**src/rtl/uart_pkg.sv**
```systemverilog
// Shared types and constants for the UART receive path.
package uart_pkg;

  localparam int UART_DATA_W = 8;

  // One FIFO entry: received byte plus the error tags captured for it.
  typedef struct packed {
    logic                   frame_err;
    logic                   parity_err;
    logic [UART_DATA_W-1:0] data;
  } uart_rx_entry_t;

endpackage

```
**src/rtl/uart_fifo_mem.sv**
```systemverilog
// DEPTH x WIDTH storage array: synchronous write, asynchronous read.
// Storage is intentionally left unreset; validity is tracked by the pointers.
module uart_fifo_mem #(
  parameter int DEPTH = 16,
  parameter int WIDTH = 10,
  parameter int AW    = $clog2(DEPTH)
) (
  input  logic             i_clk,
  input  logic             i_wr_en,
  input  logic [AW-1:0]    i_wr_addr,
  input  logic [WIDTH-1:0] i_wr_data,
  input  logic [AW-1:0]    i_rd_addr,
  output logic [WIDTH-1:0] o_rd_data
);

  logic [WIDTH-1:0] r_mem [DEPTH];

  // Write port: one entry per enabled clock.
  always_ff @(posedge i_clk) begin
    if (i_wr_en) begin
      r_mem[i_wr_addr] <= i_wr_data;
    end
  end

  // Read port is a plain mux so the head entry is visible without a read cycle.
  assign o_rd_data = r_mem[i_rd_addr];

endmodule

```
**src/rtl/uart_rx_fifo.sv**
```systemverilog
// UART receive FIFO: tags each byte with framing/parity errors seen since the
// previous byte, buffers entries in a show-ahead FIFO, and reports level,
// threshold, overrun and receive-idle timeout status.
module uart_rx_fifo
  import uart_pkg::*;
#(
  parameter int DEPTH = 16,
  parameter int LVL_W = $clog2(DEPTH) + 1
) (
  input  logic                   clk,
  input  logic                   rst,
  input  logic                   enable,
  input  logic                   flush,
  input  logic                   wr_valid,
  input  logic [UART_DATA_W-1:0] wr_data,
  input  logic                   wr_frame_err,
  input  logic                   wr_parity_err,
  input  logic                   rd_en,
  output logic [UART_DATA_W-1:0] rd_data,
  output logic                   rd_frame_err,
  output logic                   rd_parity_err,
  output logic                   empty,
  output logic                   full,
  output logic [LVL_W-1:0]       level,
  input  logic [LVL_W-1:0]       thresh,
  output logic                   thresh_hit,
  output logic                   overrun,
  input  logic                   overrun_clr,
  input  logic [15:0]            timeout_cycles,
  output logic                   timeout
);

  localparam int AW      = $clog2(DEPTH);
  localparam int ENTRY_W = $bits(uart_rx_entry_t);

  // Idle counter step that holds at the programmed limit.
  function automatic logic [15:0] idle_sat_inc(input logic [15:0] cnt,
                                               input logic [15:0] limit);
    return (cnt < limit) ? cnt + 16'd1 : limit;
  endfunction

  logic [LVL_W-1:0]   r_wr_ptr;
  logic [LVL_W-1:0]   r_rd_ptr;
  logic [LVL_W-1:0]   r_level;
  logic               r_empty;
  logic               r_full;
  logic               r_overrun;
  logic               r_timeout;
  logic               r_pend_fe;
  logic               r_pend_pe;
  logic [15:0]        r_idle_cnt;

  logic               w_clear;
  logic               w_push_req;
  logic               w_pop;
  logic               w_push;
  logic               w_drop;
  logic [LVL_W-1:0]   w_wr_ptr_nxt;
  logic [LVL_W-1:0]   w_rd_ptr_nxt;
  logic [15:0]        w_idle_nxt;
  uart_rx_entry_t     w_wr_entry;
  uart_rx_entry_t     w_head;
  logic [ENTRY_W-1:0] w_head_raw;

  // Qualify push/pop and compute next pointers, idle count and the entry to store.
  always_comb begin
    w_clear      = flush || !enable;
    w_push_req   = wr_valid && !w_clear;
    w_pop        = rd_en && !r_empty && !w_clear;
    // A pop in the same cycle frees the slot, so a full FIFO can still accept.
    w_push       = w_push_req && (!r_full || w_pop);
    w_drop       = w_push_req && r_full && !w_pop;
    w_wr_ptr_nxt = '0;
    w_rd_ptr_nxt = '0;
    if (!w_clear) begin
      w_wr_ptr_nxt = r_wr_ptr + LVL_W'(w_push);
      w_rd_ptr_nxt = r_rd_ptr + LVL_W'(w_pop);
    end
    w_idle_nxt = '0;
    if (!(w_clear || w_push || w_pop || r_empty)) begin
      w_idle_nxt = idle_sat_inc(r_idle_cnt, timeout_cycles);
    end
    w_wr_entry.frame_err  = r_pend_fe | wr_frame_err;
    w_wr_entry.parity_err = r_pend_pe | wr_parity_err;
    w_wr_entry.data       = wr_data;
  end

  // Pointers and registered occupancy status.
  always_ff @(posedge clk or posedge rst) begin
    if (rst) begin
      r_wr_ptr <= '0;
      r_rd_ptr <= '0;
      r_level  <= '0;
      r_empty  <= 1'b1;
      r_full   <= 1'b0;
    end else begin
      r_wr_ptr <= w_wr_ptr_nxt;
      r_rd_ptr <= w_rd_ptr_nxt;
      r_level  <= w_wr_ptr_nxt - w_rd_ptr_nxt;
      r_empty  <= (w_wr_ptr_nxt == w_rd_ptr_nxt);
      r_full   <= (w_wr_ptr_nxt[LVL_W-1] != w_rd_ptr_nxt[LVL_W-1]) &&
                  (w_wr_ptr_nxt[AW-1:0] == w_rd_ptr_nxt[AW-1:0]);
    end
  end

  // Pending error bits: collect pulses until the byte they belong to arrives.
  always_ff @(posedge clk or posedge rst) begin
    if (rst) begin
      r_pend_fe <= 1'b0;
      r_pend_pe <= 1'b0;
    end else if (w_clear || wr_valid) begin
      r_pend_fe <= 1'b0;
      r_pend_pe <= 1'b0;
    end else begin
      r_pend_fe <= r_pend_fe | wr_frame_err;
      r_pend_pe <= r_pend_pe | wr_parity_err;
    end
  end

  // Sticky overrun; software clear wins over a drop in the same cycle.
  always_ff @(posedge clk or posedge rst) begin
    if (rst) begin
      r_overrun <= 1'b0;
    end else if (overrun_clr) begin
      r_overrun <= 1'b0;
    end else if (w_drop) begin
      r_overrun <= 1'b1;
    end
  end

  // Idle counter and timeout flag, both derived from the next counter value.
  always_ff @(posedge clk or posedge rst) begin
    if (rst) begin
      r_idle_cnt <= '0;
      r_timeout  <= 1'b0;
    end else begin
      r_idle_cnt <= w_idle_nxt;
      r_timeout  <= (timeout_cycles != '0) && (w_idle_nxt == timeout_cycles);
    end
  end

  uart_fifo_mem #(
    .DEPTH (DEPTH),
    .WIDTH (ENTRY_W),
    .AW    (AW)
  ) u_mem (
    .i_clk     (clk),
    .i_wr_en   (w_push),
    .i_wr_addr (r_wr_ptr[AW-1:0]),
    .i_wr_data (w_wr_entry),
    .i_rd_addr (r_rd_ptr[AW-1:0]),
    .o_rd_data (w_head_raw)
  );

  // Head entry is forced to zero while empty so unwritten storage never leaks out.
  always_comb begin
    w_head        = uart_rx_entry_t'(w_head_raw);
    rd_data       = r_empty ? '0 : w_head.data;
    rd_frame_err  = !r_empty && w_head.frame_err;
    rd_parity_err = !r_empty && w_head.parity_err;
    empty         = r_empty;
    full          = r_full;
    level         = r_level;
    overrun       = r_overrun;
    timeout       = r_timeout;
    thresh_hit    = (thresh != '0) && (r_level >= thresh);
  end

endmodule

```
**config.mk**
```make
export PLATFORM = sky130hd
export DESIGN_NAME = uart_rx_fifo
export DESIGN_NICKNAME = d
export VERILOG_FILES = /design/src/rtl/uart_pkg.sv /design/src/rtl/uart_fifo_mem.sv /design/src/rtl/uart_rx_fifo.sv
export SDC_FILE = /design/constraint.sdc
export NUM_CORES = 1
export LEC_CHECK = 0
export BUFFER_PORTS_ARGS = -buffer_cell sky130_fd_sc_hd__buf_4
export CAP_MARGIN = 20
export CELL_PAD_IN_SITES_DETAIL_PLACEMENT = 0
export CELL_PAD_IN_SITES_GLOBAL_PLACEMENT = 1
export CORE_ASPECT_RATIO = 1.75
export CORE_MARGIN = 2
export CORE_UTILIZATION = 56
export CTS_CLUSTER_DIAMETER = 40
export DETAILED_ROUTE_END_ITERATION = 10
export PLACE_DENSITY_LB_ADDON = 0.15
export REMOVE_ABC_BUFFERS = 1
export SYNTH_ARGS = -nofsm -noshare
export SYNTH_HDL_FRONTEND = slang
export SYNTH_SLANG_ARGS = --single-unit
```
**constraint.sdc**
```tcl
create_clock -name clk -period 4.6 [get_ports clk]
set_input_delay 0.69 -clock clk [delete_from_list [all_inputs] [get_ports clk]]
set_output_delay 0.69 -clock clk [all_outputs]
set_load 0.005 [all_outputs]
```
==> results of run 1 <==
==> cells in the mapped netlist (2+ instances only) <==
cell | instances | area share [%]
nor3b_1 | 3 | 0.25
nor2b_1 | 11 | 0.76
inv_1 | 37 | 1.5
mux2i_1 | 16 | 1.8
buf_1 | 6 | 0.25
nand4_1 | 8 | 0.55
a2111oi_2 | 2 | 0.33
xnor3_1 | 2 | 0.49
nor4_2 | 2 | 0.27
mux4_2 | 50 | 12
a21oi_1 | 12 | 0.66
clkbuf_1 | 9 | 0.37
nand4_2 | 2 | 0.27
a21o_1 | 13 | 1.1
ha_1 | 29 | 4.0
nor3_1 | 9 | 0.49
nand2_1 | 42 | 1.7
or2_2 | 3 | 0.21
and2_1 | 2 | 0.14
nand3_1 | 10 | 0.55
xor2_1 | 14 | 1.3
nand2b_1 | 10 | 0.69
nor2_1 | 23 | 0.95
buf_2 | 7 | 0.38
dfrtp_1 | 36 | 9.9
xnor2_1 | 20 | 1.9
edfxtp_1 | 160 | 53
nor4_1 | 10 | 0.69
==> through the flow <==
stage | total power, uW | cells
5_1_grt | 3600 | 849
4_1_cts | 3530 | 849
3_5_place_dp | 2090 | 817
3_3_place_gp | 2080 | 817
2_1_floorplan | 2020 | 550
6_report | 3500 | 849
==> layout make-up <==
| type | instances | area, um2 | share of cell area [%] |
|---|---|---|---|
| sequential | 197 | 5730 | 54.9 |
| multi-input combinational | 316 | 3160 | 30.2 |
| timing repair buffer | 78 | 598 | 5.73 |
| clock inverter | 13 | 146 | 1.40 |
| tap | 189 | 236 | 2.26 |
| inverter | 37 | 139 | 1.33 |
| clock buffer | 19 | 433 | 4.14 |
==> flip-flops by register name, indices dropped and copies added (netlist names) <==
register	cells
u_mem.r_mem	160
r_idle_cnt	16
level	5
r_rd_ptr	5
r_wr_ptr	5
empty	1
full	1
overrun	1
r_pend_fe	1
r_pend_pe	1
timeout	1
==> how the worst max path moves through the flow <==
stage | start | end | slack [ps] | cells after the start
2_1_floorplan | r_rd_ptr[0]$_DFF_PP0_ | rd_data[0] | 980 | 3
3_3_place_gp | flush | level[4]$_DFF_PP0_ | 1470 | 12
3_5_place_dp | flush | level[4]$_DFF_PP0_ | 1370 | 12
4_1_cts | r_rd_ptr[0]$_DFF_PP0_ | rd_data[2] | 1010 | 5
5_1_grt | r_rd_ptr[0]$_DFF_PP0_ | rd_frame_err | 890 | 5
6_report | r_rd_ptr[0]$_DFF_PP0_ | rd_data[2] | 1090 | 5
==> cell usage in the layout, fill, tap and decap left out, types with 11 or more instances in the layout <==
| master | Yosys | final |
|---|---|---|
| xnor2_1 | 20 | 20 |
| mux4_2 | 50 | 50 |
| dfrtp_1 | 36 | 35 |
| buf_4 | 1 | 77 |
| edfxtp_1 | 160 | 160 |
| nor2b_1 | 11 | 11 |
| mux2i_1 | 16 | 16 |
| a21oi_1 | 12 | 12 |
| clkbuf_16 | 0 | 17 |
| xor2_1 | 14 | 14 |
| a21o_1 | 13 | 13 |
| ha_1 | 29 | 29 |
| nand2_1 | 42 | 42 |
| inv_1 | 37 | 37 |
| nor2_1 | 23 | 23 |
==> power by group through the flow <==
stage	sequential [uW]	clock, uW	combinational [uW]
after global routing	1940	1540	125
after detailed placement	1970	0	114
after CTS	1940	1480	114
after global placement	1970	0	109
after floorplan	1970	0	47.2
final	1940	1450	113
==> worst reg2reg max path, stage by stage, from the launching register on <==
cell and delay, ps:
dfstp_2 790, nand2b_1 230, nand2_1 90, nand3_1 220, inv_1 100, ha_1 220
ha_1 210, xnor2_1 160, nor2_1 80, ha_1 370, a21o_1 180, a21oi_1 170
xnor2_1 130
==> layer usage <==
| metal | part of all wire [%] | track usage [%] |
|---|---|---|
| met4 | 2.8 | 9.99 |
| met1 | 38 | 27.4 |
| met3 | 4.5 | 4.08 |
| met5 | 0 | 0 |
| met2 | 55 | 42.2 |
==> cell families (layout without fill, tap and decap cells) <==
kind of cell	count (synthesis)	after routing	share of synthesized area [%]
flip-flops	197	197	63.0
XOR/XNOR	36	36	3.77
buffers and inverters	61	147	2.74
multiplexers	66	66	14.1
AND/OR/NAND/NOR	144	144	8.54
AO/OA/AOI/OAI	40	40	3.63
adder cells (fa/ha/maj)	30	30	4.21
==> results, run 1 <==
- The type of element launching the critical path is a flip-flop.
- For this run, the post-layout net count is 715.
- The power density over cell area is 335 nW/um2.
- The average via count per standard cell is 6.03.
- For this run, the total global-route usage over all layers was measured as a little under a quarter.
- After clock tree synthesis, the clock-pin slew on the worst setup and hold paths is around 70 ps.
- The growth of design area from synthesis to finish is 14.8%.
- The final setup slack of the worst path is 1090 ps.
- The maximum operating frequency is 285 MHz.
- The routed design could run at a clock period as short as 3510 ps.
- The maximum resistive drop on vdd is 0.230 mV.
- The final hold slack is 393 ps.
- The largest net degree at the start of global routing is 43.
- The critical path contains buffers and inverters numbering 2 combined.
- The initialized floorplan defines 61 standard-cell rows.
- Counting flops with an async set or reset pin after synthesis yields a share of 18.8%.
- The antenna diode instance count is 0.
- The tightest min-delay check is of the input port to async pin type.
- The critical path's most frequent cell is mux4_2.
- The final instance area is 10400 um2.
- Setup repair after global routing left no endpoint under its margin.
- The clock tree from TritonCTS is done.
- The root cell of the clock tree is clkbuf_16.
- The slew at the pin with the worst max-slew slack is 964 ps.
- Among cell families on the critical path, the largest total delay comes from multiplexers.
- Clock tree synthesis inserted a total of 17 buffers.
- The average detailed-routed wire length per instance is 22.6 um.
- Of the cells placed in the final design, the portion with a size suffix greater than 1 is 27.7%.
- The reported max-cap violation count is 0.
- The sum of negative setup slack is 0 ps.
- The quantity of gates resized following cts is 0.
- The number of nets still failing antenna checks after routing is 0.
- The final clock period utilization by the worst path is ~76%.
- The overall via count from detail_route is 5116.
- The count of flip-flops with a built-in enable after synthesis is 160.
- Input and output buffers added on the ports amount to 57.
- A synthesized cell averages 15.9 um2.
- The congestion estimate from routability-driven global placement came to 0.846.
- Headroom to the max-slew limit came out at between 30% and 40%.
- The via count of the first global-routing pass is 5548.
- The H-tree generated during clock tree synthesis spans 4 levels.
- The kind of critical path is flip-flop to output port.
- In this run the static leakage power is 0.00391 uW.
- The starting DRC count in detailed routing is 333.
- The number of fillers in the final layout is about 1200.
- The terminus of the critical flop-to-flop path is level[4]$_DFF_PP0_.
- The switching power as a share of total power is 20.3%.
- The count of distinct cell types in the synthesized netlist is 54.
- In this run the count of I/O pins placed on the die edge is 58.
- The height of the die is roughly 170 um.
- The max-slew violation count is 0.
- From left edge to right edge, the die measures 100 um.
- The number of buffers inserted to repair setup after CTS is 0.
- After legalization and detailed placement, the total HPWL measured ~13 mm.
- The initial antenna violation count came to 0.
- Of the total power, combinational logic draws 3.2%.
- The depth of the worst register-to-register path is 12.
- The total number of yosys warnings is 0.
- In this run the critical register-to-register path is launched from empty$_DFF_PP1_.
- The final cell utilization of the core is 65.8%.
- Synthesis handed over a netlist of 574 instances.
- The CTS sink count is 197.
- The DRC violation count after routing is 0.
- The largest fanout of any net on the critical path is 24.
- The worst-case setup slack after placement is 1370 ps.
- Global routing finished with a remaining overflow of 0.
- The maximum buffer depth of the clock tree is 2.
- The first-pass detailed-route iteration total is 4.
- The hold violation total from the final report came to 0.
- The routed design has 19.2 mm of wire.
- For the final database, setup skew stands at 9.42 ps.
- The critical path goes through buf_12 -> mux4_2 -> mux4_2 -> nor2b_1 -> buf_4.
- Once the floorplan was initialized, standard cells occupied 57.3% of the core.
- The internal power of the cells totals between 2000 and 3000 uW.
- The total of hold buffers inserted after clock tree synthesis is 0.
- The first global-routing pass estimated 30.1 mm of wire.
- The number of flip-flops and latches in the synthesized netlist is 197.
- The type of destination of the critical path is an output port.
- The region available for standard cell placement spans 15900 um2.
- The portion of total power attributed to sequential cells is 55.3%.
- Summing the sequential cell areas from Yosys gives 63.0% of the chip area.
- The synthesized netlist occupies a cell area of 9100 um2.
- The clock insertion delay at the later pin of the skew report is 430 ps.
- Setup violations remaining at the end of the flow were counted as 0.
- The cell type of the slowest stage on the worst timing path is dfrtp_2.
- Setup slack on the worst reg-to-reg path comes out at 1570 ps.
- The cell area after placement is 9870 um2.
- The die covers 17300 um2.
- In this run the power spent charging and discharging nets is 712 uW.
- Of the total power, the clock network draws 41.5%.
- The required time at the endpoint of the critical path is 3910 ps.
- The largest single stage delay on the critical path is 760 ps.
- In the synthesized netlist the dominant register cell turns out to be edfxtp_1.
- The data arrival time at the worst-slack endpoint is 2820 ps.
- The run finished with clean final reports.
No activity file was read; power rests on OpenSTA's default activity.
==> inputs of run 2 (changes only) <==
--- a/config.mk
+++ b/config.mk
@@ -11,7 +11,7 @@
 export CELL_PAD_IN_SITES_GLOBAL_PLACEMENT = 1
 export CORE_ASPECT_RATIO = 1.75
 export CORE_MARGIN = 2
-export CORE_UTILIZATION = 56
+export CORE_UTILIZATION = 47
 export CTS_CLUSTER_DIAMETER = 40
 export DETAILED_ROUTE_END_ITERATION = 10
 export PLACE_DENSITY_LB_ADDON = 0.15
==> constraint.sdc (replaced) <==
create_clock -name clk -period 2.96 [get_ports clk]
set_input_delay 0.444 -clock clk [delete_from_list [all_inputs] [get_ports clk]]
set_output_delay 0.444 -clock clk [all_outputs]
set_load 0.005 [all_outputs]
==> run 2 against run 1 <==
Cell count increased by 8.0%. Wire length increased by 6.5%. Total power up 57%. Cell area rose by 2.5%. Combinational power rose by 66%. Via count grew 1.2%. Die area increased by 19%. First-iteration DRC count grew 2.1%. Clock power is 58% higher. Non-clock buffer count up 16. Core utilization shrank 9.8 points. Register-to-register slack worse by 1200 ps.
==> results, run 2 (synthesis results as in run 1) <==
- The flow ran to the end, and the final reports show no timing, DRC or antenna violations.
- The switching power is 1200 uW (+69%).
- The I/O pin total is 58 (unchanged).
- The final net count is 731 (+2.2%).
- The maximum resistive drop on vdd is 0.418 mV (+81%).
- The fraction of final layout cells sized beyond drive strength 1 is 29.6% (+1.9 points).
- The tightest slew margin relative to the limit is 46.9% (+11 points).
- The hold violation total from the final report was 0 (unchanged).
- The critical path is of the flip-flop to output port type.
- The commonest non-fill, non-tap cell in the layout is edfxtp_1.
- The depth of the worst register-to-register path came to 12 (unchanged).
- The slowest stage of the critical path belongs to the cell mux4_2.
- The min-delay analysis places its worst path in the category input port to flip-flop.
- The number of nets still failing antenna checks after routing came to 0 (unchanged).
- The number of cells in the finished layout apart from fillers is 917 (+8.0%).
- The final RePlAce weighted congestion is 0.860 (+1.7%).
- The number of cells after detailed placement came to 880 (+7.7%).
- Setup repair after global routing left no endpoint under its margin.
- The portion of total power attributed to sequential cells is 54.8% (-0.5 points).
- The global-route usage over all layers was 21.0% (-2.6 points).
- The slew at the pin with the worst max-slew slack is 797 ps (-167 ps).
- The post-route minimum period is 2860 ps.
- The routed wire length is 20.4 mm (+6.5%).
- The count of endpoints failing setup in the final report is 0 (unchanged).
- The maximum level of the CTS H-tree is 4 (unchanged).
- The worst min-delay path startpoint is overrun_clr.
- The initial antenna violation count is 0 (unchanged).
- The total grt overflow is 0 (unchanged).
- The final hold slack is 142 ps (-251 ps).
- The number of flip-flops under the largest register name is 160 (unchanged).
- The die outline width is 109 um (+8.8%).
- The category of cells accounting for the largest share of critical-path delay is multiplexers.
- Along the worst hold path, the cell count comes to 2.
- The type of element launching the critical path is a flip-flop.
- The share of total power in combinational logic was 3.4% (+0.2 points).
- The clock skew is 18.6 ps (+9.15 ps).
- The largest net degree at the start of global routing is 38 (-12%).
- The worst setup path is captured at an output port.
- The CTS sink count is 197 (unchanged).
- Timing would allow up to 349 MHz.
- The HPWL after detailed placement is 13.5 mm (+6.4%).
- The internal cell power came to 4280 uW (+53%).
- The data arrival time at the worst-slack endpoint is 2420 ps (-400 ps).
- For hold timing, the worst endpoint is overrun$_DFFE_PP0P_.
- The final clock period utilization by the worst path is 96.8%.
- The power density over cell area was 512 nW/um2 (+53%).
- The root cell of the clock tree is clkbuf_16.
- The largest registers in the layout are u_mem.r_mem: 160 flops, r_idle_cnt: 16 flops.
- TritonCTS built the clock tree.
- The start of the worst register-to-register path is empty$_DFF_PP1_.
- The wire length on met3 is 558 um (-35%).
- The height of the die is 188 um (+8.9%).
- The top routing layer in use is met4.
- The routed metal-1 wire length is 7.96 mm (+9.7%).
- The starting DRC count in detailed routing is 340 (+2.1%).
- The DRC violation count after routing came to 0 (unchanged).
- The worst register-to-register path ends at level[4]$_DFF_PP0_.
- The average via count per standard cell is 5.65 (-6.3%).
- The clock insertion delay at the later pin of the skew report is 440 ps (about the same).
- The cell row count came to 67 (+9.8%).
- The overall via count from detail_route is 5177 (+1.2%).
- The overall die area was 20500 um2 (+19%).
- The via count of the first global-routing pass came to 5503 (-0.81%).
- The average detailed-routed wire length per instance is 22.3 um (-1.4%).
- The length of routed met2 wiring was 11.5 mm (+8.9%).
- The total CTS buffers was 17 (unchanged).
- The required time at the endpoint of the critical path was 2520 ps (-1390 ps).
- The signal on the critical path passes through buf_12 -> buf_12 -> mux4_2 -> mux4_2 -> nor2b_1 -> buf_4.
- The fraction of power consumed by the clock network was 41.8% (+0.3 points).
- The register with the highest flop count is u_mem.r_mem.
- The largest fanout of any net on the critical path was 8 (-67%).
- The number of stages on the worst setup path is 6 (+1).
- The placeable core region is 19100 um2 (+20%).
- In the layout the commonest cells are edfxtp_1, buf_4, mux4_2, nand2_1, inv_1.
- The number of port buffers was 57 (unchanged).
- The first-pass GRT wire length came to 31.2 mm (+3.7%).
- The clock transition at the registers of the reported paths is 80 ps (about the same).
- The combined buffer and inverter count along the critical path is 3 (+1).
- The maximum buffer depth of the clock tree came to 2 (unchanged).
- The area growth from synthesis to layout is 17.7%.
- The worst setup slack for register-to-register paths came to 360 ps (-1210 ps).
- The static leakage is 0.00401 uW (+2.6%).
- The max-slew violation count is 0 (unchanged).
- The antenna diode instance count is 0 (unchanged).
- The starting density of the core came to 47.6% (-9.7 points).
- The reported max-cap violation count is 0 (unchanged).
- The first-pass detailed-route iteration total is 4 (unchanged).
- The switching power as a share of total power came to 22.0% (+1.6 points).
- The peak per-stage delay on the critical path is 520 ps (-240 ps).
-- run 2: metal layers --
| metal | up-vias | track usage [%] |
|---|---|---|
| met4 | 0 | 7.79 |
| met3 | 20 | 3.55 |
| met1 | 2655 | 25.0 |
| li1 | 2378 | - |
| met2 | 124 | 37.4 |
| met5 | - | 0 |
-- run 2: timing repair --
| action | CTS | global route |
|---|---|---|
| endpoints found under the hold margin | 7 | 0 |
| hold buffers | 1 | 0 |
| gates resized for setup | 0 | 1 |
| setup endpoints to repair | 0 | 6 |
| setup buffers | 0 | 1 |
-- run 2: how the worst max path moves through the flow --
stage,start,endpoint,slack [ps]
3_5_place_dp,timeout_cycles[15],r_idle_cnt[5]$_DFF_PP0_,300
3_3_place_gp,timeout_cycles[15],r_idle_cnt[15]$_DFF_PP0_,40
4_1_cts,r_rd_ptr[0]$_DFF_PP0_,rd_frame_err,10
6_report,r_rd_ptr[0]$_DFF_PP0_,rd_frame_err,100
2_1_floorplan,r_rd_ptr[0]$_DFF_PP0_,rd_data[0],-410
5_1_grt,r_rd_ptr[0]$_DFF_PP0_,rd_frame_err,7
-- run 2: through the flow --
step                util [%]  instance area [um2]  setup TNS (ps)  total power (uW)  worst slack [ps]
global placement        52.4                10000               0              3250              39.8
detailed placement      52.5                10000               0              3250               300
floorplan                  -                 8990           -5230              3140              -411
global route            56.0                10700               0              5670              7.42
finish                  56.0                10700               0              5490              95.3
CTS                     55.6                10600               0              5540              13.9
-- run 2: area by class of cell --
type	instances	area, um2
inverters	37	139
clock buffers	17	425
clock inverters	15	161
well taps	241	302
flip-flops and latches	197	5730
repair buffers	94	788
multi-input cells	316	3160
fillers	1566	8410
-- run 2: power groups by stage --
| stage | combinational [uW] | clock (uW) | sequential [uW] |
|---|---|---|---|
| 3_3_place_gp | 182 | 0 | 3070 |
| 4_1_cts | 189 | 2350 | 3000 |
| 6_report | 188 | 2290 | 3000 |
| 2_1_floorplan | 73.3 | 0 | 3070 |
| 5_1_grt | 208 | 2460 | 3000 |
| 3_5_place_dp | 188 | 0 | 3070 |
